$ cat src/rtl/add7_main.sv
// rtl/add7_main.sv - seven-operand 64-bit adder tree with start/done handshake
// Optional stall through controlArr is built when MAIN_STALL_EN is defined.
module add7_main (
    input  logic        clk,
    input  logic        rst,
    input  logic        r_enable,
    input  logic        controlArr,
    input  logic [63:0] init_a,
    input  logic [63:0] init_b,
    input  logic [63:0] init_c,
    input  logic [63:0] init_d,
    input  logic [63:0] init_e,
    input  logic [63:0] init_f,
    input  logic [63:0] init_g,
    output logic        w_enable,
    output logic [63:0] result
);

    typedef enum logic [1:0] {IDLE, L1, L2, L3} state_t;

    state_t      r_state;
    logic [63:0] r_a, r_b, r_c, r_d, r_e, r_f, r_g;
    logic [63:0] r_p0, r_p1, r_p2, r_pg;
    logic [63:0] r_q0, r_q1;
    logic        w_stall;

`ifdef MAIN_STALL_EN
    assign w_stall = controlArr;
`else
    logic w_unused_ctrl;
    assign w_unused_ctrl = controlArr;
    assign w_stall       = 1'b0;
`endif

    always_ff @(posedge clk) begin
        if (rst) begin
            r_state  <= IDLE;
            w_enable <= 1'b0;
            result   <= '0;
            r_a      <= '0;
            r_b      <= '0;
            r_c      <= '0;
            r_d      <= '0;
            r_e      <= '0;
            r_f      <= '0;
            r_g      <= '0;
            r_p0     <= '0;
            r_p1     <= '0;
            r_p2     <= '0;
            r_pg     <= '0;
            r_q0     <= '0;
            r_q1     <= '0;
        end else if (w_stall) begin
            // Frozen: every register holds, and IDLE refuses new starts.
            w_enable <= 1'b0;
        end else begin
            w_enable <= 1'b0;
            case (r_state)
                IDLE: begin
                    if (r_enable) begin
                        r_a     <= init_a;
                        r_b     <= init_b;
                        r_c     <= init_c;
                        r_d     <= init_d;
                        r_e     <= init_e;
                        r_f     <= init_f;
                        r_g     <= init_g;
                        r_state <= L1;
                    end
                end
                L1: begin
                    r_p0    <= r_a + r_b;
                    r_p1    <= r_c + r_d;
                    r_p2    <= r_e + r_f;
                    r_pg    <= r_g;
                    r_state <= L2;
                end
                L2: begin
                    r_q0    <= r_p0 + r_p1;
                    r_q1    <= r_p2 + r_pg;
                    r_state <= L3;
                end
                L3: begin
                    result   <= r_q0 + r_q1;
                    w_enable <= 1'b1;
                    r_state  <= IDLE;
                end
                default: r_state <= IDLE;
            endcase
        end
    end

endmodule

$ cat config.mk
export PLATFORM = sky130hd
export DESIGN_NAME = add7_main
export DESIGN_NICKNAME = d
export VERILOG_FILES = /design/src/rtl/add7_main.sv
export SDC_FILE = /design/constraint.sdc
export NUM_CORES = 2
export LEC_CHECK = 0
export CORE_MARGIN = 5
export CORE_UTILIZATION = 40
export CTS_CLUSTER_DIAMETER = 60
export DETAILED_ROUTE_END_ITERATION = 12
export DONT_BUFFER_PORTS = 1
export GPL_ROUTABILITY_DRIVEN = 0
export PLACE_DENSITY_LB_ADDON = 0.1
export SYNTH_ARGS = -nofsm -noshare
export SYNTH_HDL_FRONTEND = slang
export SYNTH_SLANG_ARGS = --single-unit
$ cat constraint.sdc
create_clock -name clk -period 6.2 [get_ports clk]
set_clock_uncertainty 0.1 [all_clocks]
set_input_delay 1.55 -clock clk [delete_from_list [all_inputs] [get_ports clk]]
set_output_delay 1.55 -clock clk [all_outputs]
set_load 0.005 [all_outputs]
==> flow_summary.ini <==
[timing]
rsz0062_at_grt = false
timing.final.crit_share_pct = 70.5
tns_ns = 0
slew_headroom_pct = 19.2
hold_viol = 0
slew_violations = 0
worst_pin_slew_ns = 1.21
post-route-min-period_ns = 4.37
maxClockFrequency_ghz = 0.229
setup_violations = 0

[placed_design]
placed_area_um2 = 52400
io_buffers = 0
dp_hpwl_um = 127000

[synthesis]
synthDistinctLibCells = 88
seq_area_frac_synth_pct = 35.0
synth-edff-count = 0
syn_nets = 7351
synth_seq_cells = 899
synthArstFlopShare_pct = 0
yosysWarnings = 0
synth_cells = 6510
synthTopCellsByArea = dfxtp_1, ha_1, nand2_1
synthFlopType = dfxtp_1
syn_area_per_cell_um2 = 7.90
netlist_area_um2 = 51400
yosysTopAreaCell = dfxtp_1
synth_top_area_share_pct = 35.0

[clock_tree]
worstSkewPairLatency_ns = 0.74
htree_num_levels = 3
path_clk_slew_ns = 0.06
cts_tree = done
cts_hold_buf = 0
root_buffer = clkbuf_16
clk_path_buf_depth = 3
cts_made_buffers = 111
cts.sinks = 899
cts_resized = 0
cts_setup_buffers = 0

[worst_setup_path]
crit_slowest_cell = nor4b_1
worstPathMaxFanout = 5
end_kind = flip-flop
crit_family = compound AO/OA/AOI/OAI gates
critPathMaxStageDelay_ns = 0.90
crit_buf_inv = 0
startpoint_type = flip-flop
critical_path_required_ns = 6.73
worst-endpoint-arrival_ns = 4.90
path_class = flip-flop to flip-flop
crit_chain = ha_1, o21a_1, a2111oi_0, nor3_1, a31oi_1, nor4b_1, nor4b_1, o21ai_1, a31oi_1, o221ai_1, a21oi_1, xnor2_1, a211oi_1

[grt]
grt_pass1_vias = 42300
grt_max_degree = 781
gr-usage-all-layers_pct = 23.3
antenna_found_initial = 4
grt_pass1_wl_um = 250000
grt_overflow = 0

[route]
routed_wl_um = 165000
num_vias = 44400
drc = 0
avgRoutedWirePerCell_um = 20.6
avgViaCountPerCell = 5.53
ant_nets = 0
drt_pass1_iterations = 7
drtIter0Drc = 2836

[final_layout]
layout.nets = 7110
drive_gt1_share_pct = 4.21
area_growth_pct = 9.65
fin_area_um2 = 56400

[floorplanning]
dieArea_um2 = 136000
dieHeight_um = 369
io_pins = 517
start_util_pct = 40.3
rows = 131
die_width_um = 369
coreArea_um2 = 128000

[worst_hold_path]
hp-class = flip-flop to flip-flop

[power_and_ir_drop]
ir_drop_mv = 0.271
power_density_nw_per_um2 = 362
p_leak_nw = 23.7

[job]
maxCapViolations = 0

[run_status]
outcome = complete, no violations
-- Yosys cell counts (10+ instances only) --
master	n
nand4_1	96
o21ai_0	294
nand2b_1	31
dfxtp_1	899
a21oi_1	888
nor4_1	12
ha_1	383
o211ai_1	12
o21ai_1	20
a21boi_0	12
buf_1	51
o21bai_1	76
nand2_1	1253
nor3_1	62
xor2_1	120
and3_1	44
xnor2_1	234
mux2i_1	266
a221oi_1	14
inv_1	99
a22o_1	27
nor2_1	507
a211oi_1	49
a31oi_1	58
clkbuf_1	326
and2_1	16
o31ai_1	20
nor2b_1	51
nand3_1	71
o21a_1	41
a2111oi_0	10
a21o_1	262
or3_1	18
-- per-stage QoR --
| step | utilization (%) | cells | setup WS [ns] | power, mW | hold slack [ns] |
|---|---|---|---|---|---|
| after floorplan | - | 6510 | 2.32 | 11.7 | 0.329 |
| after global placement | 41.0 | 7815 | 1.98 | 13.6 | 0.345 |
| final | 44.2 | 8028 | 1.83 | 20.4 | 0.352 |
| after detailed placement | 41.0 | 7815 | 1.95 | 13.6 | 0.350 |
| after global routing | 44.2 | 8027 | 1.55 | 21.6 | 0.369 |
| after CTS | 44.1 | 8024 | 1.88 | 20.5 | 0.357 |
-- kinds of logic (layout without fill, tap and decap cells) --
kind of cell	count (synthesis)	count (layout)	share of synthesized area, %
AOI/OAI and AO/OA	1915	1915	22.6
xor gates and xnor gates	354	354	6.03
adders and majority gates	389	389	9.55
buffers and inverters	480	335	3.52
DFF	899	899	35.0
muxes	267	267	5.20
other	0	1	0
and+or+nand+nor	2206	2206	18.1
-- cell usage in the layout, fill, tap and decap left out, types with 13 or more instances in the layout --
master and n:
nor2b_1 51, clkbuf_8 21, a21oi_1 888, inv_6 13, a21o_1 262, clkbuf_1 19
nor3_1 62, buf_4 17, nand2_1 1251, a221oi_1 14, o21bai_1 76, nand4_1 96
nand2b_1 31, nor2_1 504, and2_1 15, inv_1 98, xor2_1 120, o31ai_1 20
or3_1 18, o21ai_0 294, a22o_1 27, nand3_1 71, clkbuf_16 113, ha_1 380
a31oi_1 58, and3_1 44, o21ai_1 20, dfxtp_1 899, a211oi_1 49, mux2i_1 266
o21a_1 41, xnor2_1 234
-- tightest hold or removal path: cells and delay by family (launching register included) --
| family | cells | cell delay, ns |
|---|---|---|
| AOI/OAI and AO/OA | 1 | 0.05 |
| DFF | 1 | 0.31 |
| and+or+nand+nor | 1 | 0.05 |
-- metal layers --
layer	vias to the layer above	GRT usage (%)	routed length, um
li1	22400	-	-
met1	20800	32.3	77000
met2	1003	36.2	71900
met3	205	5.98	12000
met4	0	6.02	4310
met5	-	0	0
-- final cells by class --
type | instances | area, um2
Multi-Input combinational cell | 5131 | 31700
Clock inverter | 56 | 727
Tap cell | 1662 | 2080
Antenna cell | 1 | 2.50
Clock buffer | 153 | 3190
Timing Repair Buffer | 26 | 330
Inverter | 100 | 375
Fill cell | 13000 | 71300
Sequential cell | 899 | 18000
-- path summary, 6_finish.rpt --
path	slack [ns]	from	depth (start not counted)	end
max	1.83	r_p2[2]	13	r_q1[63]
min	0.35	r_g[50]	2	r_g[50]
max reg2reg	1.83	r_p2[2]	13	r_q1[63]
min reg2reg	0.35	r_g[50]	2	r_g[50]
-- report_power, final --
group	switching [mW]	total, mW	leakage [nW]	internal (mW)
Combinational	4.12	6.27	14.5	2.15
Sequential	0.719	7.35	7.32	6.63
Clock	2.74	6.80	1.89	4.06
Total	7.58	20.4	23.7	12.8
No activity file was read; power rests on OpenSTA's default activity.
